==> config.mk <==
export PLATFORM = sky130hd
export DESIGN_NAME = oursring_resp_rr_arbiter_flat
export DESIGN_NICKNAME = d
export VERILOG_FILES = /design/src/rtl/oursring_resp_rr_arbiter_pkg.sv /design/src/rtl/oursring_resp_rr_arbiter_if.sv /design/src/rtl/oursring_rr_pick.sv /design/src/rtl/oursring_resp_rr_arbiter.sv /design/src/flat_wrapper.sv
export SDC_FILE = /design/constraint.sdc
export NUM_CORES = 1
export LEC_CHECK = 0
export ABC_AREA = 1
export CAP_MARGIN = 25
export CORE_MARGIN = 4
export CORE_UTILIZATION = 38
export DETAILED_ROUTE_END_ITERATION = 8
export GPL_ROUTABILITY_DRIVEN = 0
export PLACE_DENSITY_LB_ADDON = 0.1
export SLEW_MARGIN = 25
export SYNTH_ARGS = -nofsm -noshare
export SYNTH_HDL_FRONTEND = slang
export SYNTH_SLANG_ARGS = --single-unit
==> constraint.sdc <==
create_clock -name clk -period 6.6 [get_ports clk]
set_clock_uncertainty 0.15 [all_clocks]
set_input_delay 1.32 -clock clk [delete_from_list [all_inputs] [get_ports clk]]
set_output_delay 1.32 -clock clk [all_outputs]
set_load 0.02 [all_outputs]
==> src/rtl/oursring_resp_rr_arbiter_pkg.sv <==
// Shared types and helpers for the oursring response arbiters.
package oursring_arb_pkg;

  typedef enum logic [0:0] {
    R_IDLE  = 1'b0,
    R_BURST = 1'b1
  } r_state_e;

  // Next index after idx, wrapping n-1 back to 0; always 0 for a single port.
  function automatic int idx_inc_wrap(input int idx, input int n);
    if ((n <= 1) || (idx + 1 >= n)) begin
      return 0;
    end
    return idx + 1;
  endfunction

endpackage

==> src/rtl/oursring_resp_rr_arbiter_if.sv <==
// R/B response bundle between the ring sources and the upstream master port.
interface oursring_resp_rr_arbiter_if #(
  parameter int N_IN_PORT  = 4,
  parameter int BEAT_CNT_W = 8,
  parameter int IDX_W      = (N_IN_PORT > 1) ? $clog2(N_IN_PORT) : 1
);
  logic [N_IN_PORT-1:0]  i_rvalid;
  logic [N_IN_PORT-1:0]  i_rlast;
  logic [N_IN_PORT-1:0]  i_rready;
  logic [N_IN_PORT-1:0]  i_bvalid;
  logic [N_IN_PORT-1:0]  i_bready;
  logic                  o_rready;
  logic                  o_rvalid;
  logic                  o_rlast;
  logic [IDX_W-1:0]      o_rsel;
  logic                  o_bready;
  logic                  o_bvalid;
  logic [IDX_W-1:0]      o_bsel;
  logic                  o_r_locked;
  logic [BEAT_CNT_W-1:0] o_rbeat_cnt;

  modport slave (
    input  i_rvalid, i_rlast, i_bvalid, o_rready, o_bready,
    output i_rready, i_bready, o_rvalid, o_rlast, o_rsel,
           o_bvalid, o_bsel, o_r_locked, o_rbeat_cnt
  );

  modport master (
    output i_rvalid, i_rlast, i_bvalid, o_rready, o_bready,
    input  i_rready, i_bready, o_rvalid, o_rlast, o_rsel,
           o_bvalid, o_bsel, o_r_locked, o_rbeat_cnt
  );
endinterface

==> src/rtl/oursring_rr_pick.sv <==
// Combinational rotating-priority picker: first request at or after base wins.
module oursring_rr_pick #(
  parameter int N     = 4,
  parameter int IDX_W = 2
) (
  input  logic [N-1:0]     req,
  input  logic [IDX_W-1:0] base,
  output logic [N-1:0]     gnt,
  output logic [IDX_W-1:0] gnt_idx,
  output logic             any
);

  always_comb begin
    int               j;
    logic [IDX_W-1:0] idx;
    gnt     = '0;
    gnt_idx = '0;
    any     = 1'b0;
    j       = 0;
    idx     = '0;
    for (int k = 0; k < N; k++) begin
      j = int'(base) + k;
      if (j >= N) begin
        j = j - N;
      end
      idx = IDX_W'(j);
      if (!any && req[idx]) begin
        any      = 1'b1;
        gnt[idx] = 1'b1;
        gnt_idx  = idx;
      end
    end
  end

endmodule

==> src/rtl/oursring_resp_rr_arbiter.sv <==
// Merges N response sources onto one R and one B channel; R bursts stay
// locked to their owner until RLAST, and the grant index steers the parent mux.
module oursring_resp_rr_arbiter
  import oursring_arb_pkg::*;
#(
  parameter int N_IN_PORT  = 4,
  parameter int RR_EN      = 1,
  parameter int BEAT_CNT_W = 8
) (
  input  logic clk,
  input  logic rstn,
  oursring_resp_rr_arbiter_if.slave bus
);

  localparam int IDX_W = (N_IN_PORT > 1) ? $clog2(N_IN_PORT) : 1;

  r_state_e              r_state_reg;
  logic [IDX_W-1:0]      r_ptr_reg;
  logic [IDX_W-1:0]      b_ptr_reg;
  logic [IDX_W-1:0]      r_owner_reg;
  logic [IDX_W-1:0]      r_hold_idx_reg;
  logic [IDX_W-1:0]      b_hold_idx_reg;
  logic                  r_hold_vld_reg;
  logic                  b_hold_vld_reg;
  logic [BEAT_CNT_W-1:0] beat_cnt_reg;

  logic [N_IN_PORT-1:0]  owner_mask;
  logic [N_IN_PORT-1:0]  r_req;
  logic [N_IN_PORT-1:0]  r_gnt;
  logic [N_IN_PORT-1:0]  b_gnt;
  logic [IDX_W-1:0]      r_base;
  logic [IDX_W-1:0]      b_base;
  logic [IDX_W-1:0]      r_sel;
  logic [IDX_W-1:0]      b_sel;
  logic [IDX_W-1:0]      r_sel_inc;
  logic [IDX_W-1:0]      b_sel_inc;
  logic                  r_any;
  logic                  b_any;
  logic                  r_last;
  logic                  r_hs;
  logic                  b_hs;

  for (genvar gi = 0; gi < N_IN_PORT; gi++) begin : g_owner_mask
    assign owner_mask[gi] = (r_owner_reg == IDX_W'(gi));
  end

  // A stalled idle grant is re-offered first, so a newly rising higher-priority
  // valid cannot steal it before the upstream accepts.
  always_comb begin
    r_req  = bus.i_rvalid;
    r_base = r_hold_vld_reg ? r_hold_idx_reg : r_ptr_reg;
    if (r_state_reg == R_BURST) begin
      r_req  = bus.i_rvalid & owner_mask;
      r_base = r_owner_reg;
    end
  end

  assign b_base = b_hold_vld_reg ? b_hold_idx_reg : b_ptr_reg;

  oursring_rr_pick #(.N(N_IN_PORT), .IDX_W(IDX_W)) u_r_pick (
    .req     (r_req),
    .base    (r_base),
    .gnt     (r_gnt),
    .gnt_idx (r_sel),
    .any     (r_any)
  );

  oursring_rr_pick #(.N(N_IN_PORT), .IDX_W(IDX_W)) u_b_pick (
    .req     (bus.i_bvalid),
    .base    (b_base),
    .gnt     (b_gnt),
    .gnt_idx (b_sel),
    .any     (b_any)
  );

  assign r_last    = r_any & bus.i_rlast[r_sel];
  assign r_hs      = r_any & bus.o_rready;
  assign b_hs      = b_any & bus.o_bready;
  assign r_sel_inc = IDX_W'(idx_inc_wrap(int'(r_sel), N_IN_PORT));
  assign b_sel_inc = IDX_W'(idx_inc_wrap(int'(b_sel), N_IN_PORT));

  assign bus.o_rvalid    = r_any;
  assign bus.o_rlast     = r_last;
  assign bus.o_rsel      = r_sel;
  assign bus.i_rready    = r_gnt & {N_IN_PORT{bus.o_rready}};
  assign bus.o_bvalid    = b_any;
  assign bus.o_bsel      = b_sel;
  assign bus.i_bready    = b_gnt & {N_IN_PORT{bus.o_bready}};
  assign bus.o_r_locked  = (r_state_reg == R_BURST);
  assign bus.o_rbeat_cnt = beat_cnt_reg;

  always_ff @(posedge clk) begin
    if (!rstn) begin
      r_state_reg    <= R_IDLE;
      r_ptr_reg      <= '0;
      r_owner_reg    <= '0;
      r_hold_idx_reg <= '0;
      r_hold_vld_reg <= 1'b0;
      beat_cnt_reg   <= '0;
    end else begin
      r_hold_vld_reg <= (r_state_reg == R_IDLE) && r_any && !bus.o_rready;
      r_hold_idx_reg <= r_sel;
      case (r_state_reg)
        R_IDLE: begin
          if (r_hs) begin
            if (r_last) begin
              r_ptr_reg <= (RR_EN != 0) ? r_sel_inc : '0;
            end else begin
              r_state_reg  <= R_BURST;
              r_owner_reg  <= r_sel;
              beat_cnt_reg <= BEAT_CNT_W'(1);
            end
          end
        end
        R_BURST: begin
          if (r_hs) begin
            if (r_last) begin
              r_state_reg  <= R_IDLE;
              beat_cnt_reg <= '0;
              r_ptr_reg    <= (RR_EN != 0) ? r_sel_inc : '0;
            end else if (beat_cnt_reg != '1) begin
              beat_cnt_reg <= beat_cnt_reg + BEAT_CNT_W'(1);
            end
          end
        end
        default: r_state_reg <= R_IDLE;
      endcase
    end
  end

  always_ff @(posedge clk) begin
    if (!rstn) begin
      b_ptr_reg      <= '0;
      b_hold_idx_reg <= '0;
      b_hold_vld_reg <= 1'b0;
    end else begin
      b_hold_vld_reg <= b_any && !bus.o_bready;
      b_hold_idx_reg <= b_sel;
      if (b_hs && (RR_EN != 0)) begin
        b_ptr_reg <= b_sel_inc;
      end
    end
  end

`ifndef SYNTHESIS
  a_rready_onehot0: assert property (@(posedge clk) disable iff (!rstn) $onehot0(bus.i_rready));
  a_bready_onehot0: assert property (@(posedge clk) disable iff (!rstn) $onehot0(bus.i_bready));
`endif

endmodule
==> src/flat_wrapper.sv <==
// flat-port wrapper written by rule: the top's interface ports become plain ports
module oursring_resp_rr_arbiter_flat import oursring_arb_pkg::*;
#(
  parameter int N_IN_PORT  = 4,
  parameter int RR_EN      = 1,
  parameter int BEAT_CNT_W = 8
)
  (clk, rstn, bus_i_rvalid, bus_i_rlast, bus_i_bvalid, bus_o_rready, bus_o_bready, bus_i_rready, bus_i_bready, bus_o_rvalid, bus_o_rlast, bus_o_rsel, bus_o_bvalid, bus_o_bsel, bus_o_r_locked, bus_o_rbeat_cnt);
  oursring_resp_rr_arbiter_if #(.N_IN_PORT(N_IN_PORT), .BEAT_CNT_W(BEAT_CNT_W)) bus_i ();
  input  logic clk;
  input  logic rstn;
  input wire logic [$bits(bus_i.i_rvalid)-1:0] bus_i_rvalid;
  input wire logic [$bits(bus_i.i_rlast)-1:0] bus_i_rlast;
  input wire logic [$bits(bus_i.i_bvalid)-1:0] bus_i_bvalid;
  input wire logic [$bits(bus_i.o_rready)-1:0] bus_o_rready;
  input wire logic [$bits(bus_i.o_bready)-1:0] bus_o_bready;
  output wire logic [$bits(bus_i.i_rready)-1:0] bus_i_rready;
  output wire logic [$bits(bus_i.i_bready)-1:0] bus_i_bready;
  output wire logic [$bits(bus_i.o_rvalid)-1:0] bus_o_rvalid;
  output wire logic [$bits(bus_i.o_rlast)-1:0] bus_o_rlast;
  output wire logic [$bits(bus_i.o_rsel)-1:0] bus_o_rsel;
  output wire logic [$bits(bus_i.o_bvalid)-1:0] bus_o_bvalid;
  output wire logic [$bits(bus_i.o_bsel)-1:0] bus_o_bsel;
  output wire logic [$bits(bus_i.o_r_locked)-1:0] bus_o_r_locked;
  output wire logic [$bits(bus_i.o_rbeat_cnt)-1:0] bus_o_rbeat_cnt;
  assign bus_i.i_rvalid = bus_i_rvalid;
  assign bus_i.i_rlast = bus_i_rlast;
  assign bus_i.i_bvalid = bus_i_bvalid;
  assign bus_i.o_rready = bus_o_rready;
  assign bus_i.o_bready = bus_o_bready;
  assign bus_i_rready = bus_i.i_rready;
  assign bus_i_bready = bus_i.i_bready;
  assign bus_o_rvalid = bus_i.o_rvalid;
  assign bus_o_rlast = bus_i.o_rlast;
  assign bus_o_rsel = bus_i.o_rsel;
  assign bus_o_bvalid = bus_i.o_bvalid;
  assign bus_o_bsel = bus_i.o_bsel;
  assign bus_o_r_locked = bus_i.o_r_locked;
  assign bus_o_rbeat_cnt = bus_i.o_rbeat_cnt;
  oursring_resp_rr_arbiter #(.N_IN_PORT(N_IN_PORT), .RR_EN(RR_EN), .BEAT_CNT_W(BEAT_CNT_W)) u_core (.clk(clk), .rstn(rstn), .bus(bus_i));
endmodule
==> impl_summary.log, run 1 <==
INFO  metric outcome = complete, no violations
INFO  metric post_cts_resize_count = 0
INFO  metric first_global_vias = 2152
INFO  metric dr.pass1.iters = 4
INFO  metric worst_skew_pair.late_latency = about 250 ps
INFO  metric ys_ff_latch = 21
INFO  metric drt_wl_total = 5200 um
INFO  metric max_stage_delay = approximately 700 ps
INFO  metric synthCells = between 300 and 400
INFO  metric worst_hold_slack = approximately 340 ps
INFO  metric fin_nets = around 420
INFO  metric antenna_violations_before_repair = 0
INFO  metric postSynth.asyncResetShare = 0
INFO  metric timing_hold_violations_final = 0
INFO  metric synthesis.area_per_instance = roughly 6.5 um^2
INFO  metric ctsHtreeMaxLevel = 1
INFO  metric num_antenna_cells = 0
INFO  metric design.die.area = ~7000 um^2
INFO  metric vias = between 2000 and 2500
INFO  metric timing.max_slew.rel_slack = 0.601
INFO  metric max_ffs_per_register = 8
INFO  metric cp-end-kind = output port
INFO  metric placement.io_buffers = 39
INFO  metric worstMarginPinSlew = around 590 ps
INFO  metric clock_tree.buffer_depth = 2
INFO  metric area.growth.synth_to_final = 21.6%
INFO  metric critical_path_peak_fanout = 14
INFO  metric crit_family = simple AND/OR/NAND/NOR gates
INFO  metric synthesis.nets = ~380
INFO  metric synth.cell_area = between 2000 and 2500 um^2
INFO  metric grt_max_degree = 16
INFO  metric finalMaxSlewViolations = 0
INFO  metric cts_tree = built
INFO  metric route.detailed.drc = 0
INFO  metric synth_edf_count = 0
INFO  metric detailed_place_hpwl = ~4200 um
INFO  metric kind_of_path_behind_the_tightest_hold_check = reg -> reg
INFO  metric path_common_cell = nand2_2
INFO  metric timing.max_cap.violations = 0
INFO  metric initial_core_util = 0.401
INFO  metric postLayoutSetupSlackWorst = 1280 ps
INFO  metric setup_viol = 0
INFO  metric number_of_standard_cell_rows_in_the_floorplan = 27
INFO  metric route.detailed.vias_per_inst = a little under 5
INFO  metric fraction_of_the_cycle_the_final_worst_path_needs = 0.806
INFO  metric cts_setup_buffers = 0
INFO  metric synthesis.yosys.warnings = 0
INFO  metric post_route_minimum_period = approximately 5300 ps
INFO  metric synth.lib_cells_used.distinct = 33
INFO  metric grt_overflow = 0
INFO  metric critical_path_buf_inv_count = 5
INFO  metric fillerInstances = approximately 620
INFO  metric worst_setup_hold_path_clk_slew = around 80 ps
INFO  metric dieHeight = ~85 um
INFO  metric antenna_left = 0
INFO  metric yosysSeqAreaShare = 0.187
INFO  metric crit_required = 5130 ps
INFO  metric clkSinkCount = 21
INFO  metric design.portCount = 40
INFO  metric slowest_stage = dfxtp_1
INFO  metric setup_tns = 0 ps
INFO  metric unrepaired_setup_endpoints_after_global_routing = false
INFO  metric worstPathCellList = inv_2 > nand2_1 > nand2_2 > inv_2 > ha_1 > inv_1 > nand3_2 > nand2_4 > nand3_4 > nor2_4 > nor2_2 > nor2_8 > nand3_2 > nand2_2 > nand2_2 > inv_1 > clkdlybuf4s50_1
INFO  metric cts_made_buffers = 3
INFO  metric post-place-ws = around 1300 ps
INFO  metric cts.root.buffer_cell = clkbuf_8
INFO  metric routedWlPerCell = approximately 11 um
INFO  metric crit_path_class = reg -> out
INFO  metric core-area = 5610 um^2
INFO  metric ys.flop_type = dfxtp_1
INFO  metric cts-hold-fix-buffers = 0
INFO  metric die_w = around 85 um
INFO  metric final_layout_size_suffix_gt1_frac = 0.179
INFO  metric initialDrtViolationCount = 107
INFO  metric maxClockFrequency = ~190 MHz
INFO  metric worstSetupStartpointType = flip-flop
INFO  metric track_usage = 0.150
INFO  metric critPathArrivalTime = slightly below 4000 ps
INFO  metric grt_pass1_wl = approximately 9400 um
-- final timing paths --
path | startpoint | cells past startpoint | slack [ps] | to
min reg2reg | u_core.r_ptr_reg[1] | 2 | 340 | u_core.r_ptr_reg[1]
min | u_core.r_ptr_reg[1] | 2 | 340 | u_core.r_ptr_reg[1]
max reg2reg | flip-flop | 19 | 3020 | u_core.bus.o_rbeat_cnt[5]
max | flip-flop | 17 | 1280 | bus_o_rlast
-- routing by layer --
| layer | wire length, um | track usage |
|---|---|---|
| met1 | 2500 | 0.201 |
| met2 | 2500 | 0.259 |
| met3 | 177 | 0.0243 |
| met4 | 19 | 0.0245 |
| met5 | 0 | 0 |
-- through the flow --
step / area [um^2] / utilization / instances
after floorplan: 2250 / - / 347
after global placement: 2690 / 0.479 / 454
final: 2740 / 0.488 / 458
after detailed placement: 2690 / 0.479 / 454
after CTS: 2740 / 0.488 / 458
after global routing: 2740 / 0.488 / 458
-- synth_stat cells, types with 6 or more instances --
master   instances  share of area
nand2_1         79           0.13
inv_1           48          0.080
nand3_1         29          0.065
nor2_1          28          0.047
dfxtp_1         21           0.19
nand2_2         17          0.047
a21oi_1         16          0.036
ha_1            16          0.089
nor2_2          16          0.045
nand3_2          9          0.040
o21ai_0          8          0.018
o21ai_1          8          0.018
inv_2            6          0.010
nand2_4          6          0.030
nor2_4           6          0.030
-- cells in the final DEF (no fill, tap or decap), types with 2 or more instances in the layout --
cell type and count:
a21oi_1 16, a221oi_1 4, a22oi_1 4, a31oi_1 4, and3_1 2, clkbuf_8 3
clkdlybuf4s50_1 39, dfxtp_1 21, ha_1 16, inv_1 48, inv_2 6, nand2_1 79
nand2_2 17, nand2_4 6, nand3_1 29, nand3_2 9, nand3_4 2, nand4_1 2
nor2_1 28, nor2_2 16, nor2_4 6, nor3_1 3, o211ai_1 3, o21ai_0 8
o21ai_1 8
-- tightest hold or removal path: stages (launching register included) --
cell and delay (ps):
dfxtp_1 330, nand2_1 70, a21oi_1 50
-- final cells by class --
cell class,count,area (um^2),area share
multi-input combinational,267,1580,0.577
sequential,21,420,0.154
timing repair buffer,40,398,0.145
inverter,54,203,0.0741
tap,72,90.1,0.0329
clock buffer,3,41.3,0.0151
clock inverter,1,5.00,0.00183
-- logic make-up after synthesis --
logic type	after synthesis	share of synthesized area
and+or+nand+nor	201	0.480
xor gates and xnor gates	1	0.00390
buffers and inverters	59	0.111
adders and majority gates	16	0.0890
AOI/OAI and AO/OA	49	0.129
DFF	21	0.187
Power of run 1 is not shown: default switching activity piles up to over one toggle a cycle in this logic, so the estimate is an artifact.
==> run 2, diff against run 1 <==
clock period = 4.5 ns   (was 6.6 ns; I/O delays follow)
==> run 2 against run 1 <==
- sequential share of layout area fell by 0.27 points
- hold slack improved by 2.8 ps
- global-route usage fell by 0.31 points
- flip-flop and latch count did not move
- core utilization rose by 1.0 points
- final cell count rose by 1.5%
- first-iteration DRC count fell by 34%
- clock-buffer cell count did not move
- via count rose by 2.0%
- die area did not move
- critical endpoint is now bus_i_bready[2]
==> impl_summary.log, run 2 (synthesized netlist as in run 1, its figures left out) <==
INFO  metric fraction_of_the_cycle_the_final_worst_path_needs = 0.948
INFO  metric critical_path_cell_count = 11
INFO  metric routedWlPerCell = between 10 and 15 um
INFO  metric final_design_area_no_fill = 2790 um^2
INFO  metric worstSetupStartpointType = input port
INFO  metric setup_viol = 0
INFO  metric detailed_place_hpwl = 4270 um
INFO  metric outcome = complete, no violations
INFO  metric fin_nets = around 430
INFO  metric antenna_violations_before_repair = 0
INFO  metric route.detailed.drc = 0
INFO  metric kind_of_path_behind_the_tightest_hold_check = reg -> reg
INFO  metric route.detailed.vias_per_inst = between 4 and 5
INFO  metric crit_family = buffers and inverters
INFO  metric placement.io_buffers = 39
INFO  metric cts_tree = built
INFO  metric footprint_of_the_multi_input_gates = about 1600 um^2
INFO  metric path_common_cell = inv_1
INFO  metric post_cts_resize_count = 0
INFO  metric dr.pass1.iters = 4
INFO  metric critical_path_peak_fanout = 5
INFO  metric grt_pass1_wl = roughly 9000 um
INFO  metric setup_tns = 0 ps
INFO  metric crit_path_class = in -> out
INFO  metric first_global_vias = about 2100
INFO  metric whs_path_depth = 2
INFO  metric clock_tree.buffer_depth = 2
INFO  metric timing.max_cap.violations = 0
INFO  metric worstPathCellList = clkdlybuf4s50_1 > inv_1 > o21ai_0 > inv_1 > o21ai_1 > nor2_1 > nand2_1 > inv_1 > a221oi_1 > a21oi_1 > clkdlybuf4s50_1
INFO  metric timing_hold_violations_final = 0
INFO  metric worst_hold_slack = 338 ps
INFO  metric maxClockFrequency = 234 MHz
INFO  metric vias = 2244
INFO  metric cp-end-kind = output port
INFO  metric post_route_minimum_period = about 4300 ps
INFO  metric timing.max_slew.rel_slack = 0.618
INFO  metric post_dp_cell_area = 2740 um^2
INFO  metric unrepaired_setup_endpoints_after_global_routing = false
INFO  metric finalMaxSlewViolations = 0
INFO  metric clkSinkCount = 21
INFO  metric design.portCount = 40
INFO  metric final_layout_size_suffix_gt1_frac = 0.196
INFO  metric critPathArrivalTime = between 3000 and 4000 ps
INFO  metric layout.cells.most_common_list = 79 x nand2_1, 48 x inv_1, 38 x clkdlybuf4s50_1
INFO  metric antenna_left = 0
INFO  metric max_ffs_per_register = 8
INFO  metric mostFrequentLayoutCell = nand2_1
INFO  metric ctsHtreeMaxLevel = 1
INFO  metric core-area = around 5600 um^2
INFO  metric worstMarginPinSlew = 572 ps
INFO  metric worst_skew_pair.late_latency = roughly 260 ps
INFO  metric num_antenna_cells = 0
INFO  metric track_usage = 0.147
INFO  metric fillerInstances = 604
INFO  metric worst_r2r_path_depth = 20
INFO  metric grt_overflow = 0
INFO  metric crit_required = roughly 3500 ps
INFO  metric cts_setup_buffers = 0
INFO  metric cts_made_buffers = 3
INFO  metric register_area = approximately 420 um^2
INFO  metric initial_core_util = 0.401
INFO  metric initialDrtViolationCount = 71
INFO  metric slowest_stage = clkdlybuf4s50_1
INFO  metric worst_setup_hold_path_clk_slew = approximately 80 ps
INFO  metric die_w = roughly 85 um
INFO  metric grt_max_degree = 16
INFO  metric drt_wl_total = 5230 um
INFO  metric area.growth.synth_to_final = 24.2%
INFO  metric cts.root.buffer_cell = clkbuf_8
INFO  metric number_of_standard_cell_rows_in_the_floorplan = 27
INFO  metric design.die.area = between 7000 and 8000 um^2
INFO  metric cts-hold-fix-buffers = 0
INFO  metric critical_path_buf_inv_count = 5
INFO  metric dieHeight = approximately 85 um
INFO  metric max_stage_delay = roughly 550 ps
run 2: cell count changes in the layout (fill, tap and decap cells not counted), sizes merged:
cell	change
clkdlybuf4s50	-1
buf	+7
dlymetal6s2s	+1
run 2: worst paths after layout:
kind	slack, ps	startpoint	to
max	230	bus_i_bvalid[0]	bus_i_bready[2]
min	340	u_core.r_ptr_reg[1]	u_core.r_ptr_reg[1]
max reg2reg	1510	u_core.r_hold_vld_reg	u_core.bus.o_rbeat_cnt[4]
min reg2reg	340	u_core.r_ptr_reg[1]	u_core.r_ptr_reg[1]
run 2: area by class of cell:
cell class,instances,area share
Clock inverter,1,0.00179
Multi-Input combinational cell,267,0.565
Tap cell,72,0.0323
Clock buffer,3,0.0148
Inverter,54,0.0726
Sequential cell,21,0.151
Timing Repair Buffer,47,0.162
run 2: metrics by stage:
step	util	instances	worst slack (ps)
5_1_grt	0.498	465	70.1
3_3_place_gp	0.489	461	178
3_5_place_dp	0.489	461	152
6_report	0.498	465	234
2_1_floorplan	-	347	964
4_1_cts	0.497	465	131
run 2: per-layer routing:
| layer | share of wire | routed length (um) | up-vias | GRT usage |
|---|---|---|---|---|
| li1 | - | - | 1212 | - |
| met1 | 0.47 | 2460 | 983 | 0.191 |
| met2 | 0.48 | 2520 | 43 | 0.256 |
| met3 | 0.037 | 194 | 6 | 0.0282 |
| met4 | 0.0096 | 50 | 0 | 0.0259 |
| met5 | 0 | 0 | - | 0 |
run 2: worst register-to-register path: cells and delay by family (launching register included):
kind	cells	cell delay (ps)
and+or+nand+nor	16	1720
DFF	1	400
adders and majority gates	1	350
buffers and inverters	3	260
Power of run 2 is left out for the same reason.
==> run 3, diff against run 2 <==
CORE_MARGIN = 2   (was 4)
SLEW_MARGIN = default   (was 25)
==> run 3 against run 2 <==
- global-route usage is 1.5 points higher
- worst setup slack got worse by 66 ps
- sequential share of layout area barely moved
- clock-buffer cell count is the same
- critical endpoint is now bus_o_rlast
==> impl_summary.log, run 3 (synthesized netlist as in run 1, its figures left out) <==
INFO  metric outcome = complete, no violations
INFO  metric core-area = between 5000 and 6000 um^2
INFO  metric detailed_place_hpwl = 4160 um
INFO  metric cts_made_buffers = 3
INFO  metric crit_family = buffers and inverters
INFO  metric post-place-ws = 184 ps
INFO  metric cts.root.buffer_cell = clkbuf_8
INFO  metric finalCoreUtilization = 0.480
INFO  metric area.growth.synth_to_final = 24.2%
INFO  metric first_global_vias = ~2000
INFO  metric critical_path_peak_fanout = 8
INFO  metric post_route_minimum_period = 4330 ps
INFO  metric die_w = 80.9 um
INFO  metric grt_overflow = 0
INFO  metric drt_wl_total = between 5000 and 6000 um
INFO  metric clkSinkCount = 21
INFO  metric clock_tree.buffer_depth = 2
INFO  metric worst-r2r-setup-slack = about 1300 ps
INFO  metric route.detailed.drc = 0
INFO  metric vias = 2196
INFO  metric cp-end-kind = output port
INFO  metric max_ffs_per_register = 8
INFO  metric critical_path_buf_inv_count = 4
INFO  metric worst_setup_hold_path_clk_slew = 80 ps
INFO  metric layout.cells.most_common_list = 79 x nand2_1, 48 x inv_1, 38 x clkdlybuf4s50_1
INFO  metric initial_core_util = 0.387
INFO  metric worst_skew_pair.late_latency = ~260 ps
INFO  metric ctsHtreeMaxLevel = 1
INFO  metric cts-hold-fix-buffers = 0
INFO  metric route.detailed.vias_per_inst = 4.70
INFO  metric antenna_left = 0
INFO  metric crit_required = ~3500 ps
INFO  metric track_usage = 0.162
INFO  metric dieHeight = 80.9 um
INFO  metric cts_tree = built
INFO  metric setup_viol = 0
INFO  metric grt_max_degree = 16
INFO  metric dr.pass1.iters = 4
INFO  metric critPathArrivalTime = ~3300 ps
INFO  metric initialDrtViolationCount = 64
INFO  metric num_antenna_cells = 0
INFO  metric fraction_of_the_cycle_the_final_worst_path_needs = 0.963
INFO  metric postLayoutSetupSlackWorst = about 170 ps
INFO  metric worstMarginPinSlew = between 500 and 600 ps
INFO  metric worstPathCellList = clkdlybuf4s50_1 > inv_1 > o21ai_1 > nand2_2 > nand2_1 > nand2_4 > nor2_4 > nor2_2 > nand2_4 > nand2_4 > nand2_1 > nand3_2 > nand2_2 > nand2_2 > inv_1 > clkdlybuf4s50_1
INFO  metric slowest_stage = clkdlybuf4s50_1
INFO  metric final_layout_size_suffix_gt1_frac = 0.194
INFO  metric fin_nets = 425
INFO  metric mostFrequentLayoutCell = nand2_1
INFO  metric timing.max_cap.violations = 0
INFO  metric design.die.area = between 6000 and 7000 um^2
INFO  metric design.portCount = 40
INFO  metric worstSetupStartpointType = input port
INFO  metric number_of_standard_cell_rows_in_the_floorplan = 28
INFO  metric maxClockFrequency = 231 MHz
INFO  metric routedWlPerCell = around 11 um
INFO  metric fillerInstances = about 630
INFO  metric antenna_violations_before_repair = 0
INFO  metric timing.max_slew.rel_slack = 0.620
INFO  metric unrepaired_setup_endpoints_after_global_routing = true
INFO  metric crit_path_class = in -> out
INFO  metric kind_of_path_behind_the_tightest_hold_check = reg -> reg
INFO  metric placement.io_buffers = 39
INFO  metric cts_setup_buffers = 0
INFO  metric timing_hold_violations_final = 0
INFO  metric finalMaxSlewViolations = 0
INFO  metric max_stage_delay = 590 ps
INFO  metric grt_pass1_wl = roughly 8700 um
-- run 3: cell count changes in the layout (fill, tap and decap cells not counted), sizes merged --
cell / delta
clkinv: -1
buf: -1
clkinvlp: +1
-- run 3: repair_timing --
item,CTS,global route
pin swaps,0,0
endpoints found under the setup margin,1,2
resized for setup,1,3
-- run 3: worst reg2reg max path, stage by stage (launching register included) --
cell and delay, ps:
dfxtp_2 480, nand2_1 170, nand2_2 230, inv_2 60, ha_1 330, inv_1 120
nand3_2 110, nand2_4 130, nand3_4 120, nor2_4 180, inv_2 50, o21ai_2 80
buf_4 150, nand3_1 100, nand2_2 100, nand3_2 100, nand2_4 230, nand2_1 90
nand2_1 80, nor2_2 40
-- run 3: metrics by stage --
stage               hold WS (ps)  TNS (ps)  area [um^2]  cells
floorplan                    290         0         2250    347
global placement             306         0         2740    463
detailed placement           309         0         2740    463
CTS                          323         0         2790    467
global route                 354     -2.89         2790    467
finish                       322         0         2790    467
-- run 3: layout make-up --
cell class	instances	area, um^2	share of cell area
inverters	54	205	0.0735
repair buffers	46	445	0.159
multi-input cells	267	1580	0.565
clock inverters	1	7.51	0.00269
well taps	75	93.8	0.0336
clock buffers	3	41.3	0.0148
flip-flops and latches	21	422	0.151
-- run 3: metal layers --
layer,wire length (um),vias to the layer above,track usage
met4,43,0,0.0237
met1,2600,959,0.218
met2,2380,26,0.283
met3,110,6,0.0200
li1,-,1205,-
met5,0,-,0
-- run 3: final timing paths --
path / cells past startpoint / end / startpoint
worst max-delay path: 16 / bus_o_rlast / bus_i_rvalid[3]
worst min-delay path: 2 / u_core.r_ptr_reg[1] / u_core.r_ptr_reg[1]
worst max register to register: 19 / u_core.bus.o_rbeat_cnt[5] / flip-flop
worst min register to register: 2 / u_core.r_ptr_reg[1] / u_core.r_ptr_reg[1]
Power of run 3 is left out for the same reason.
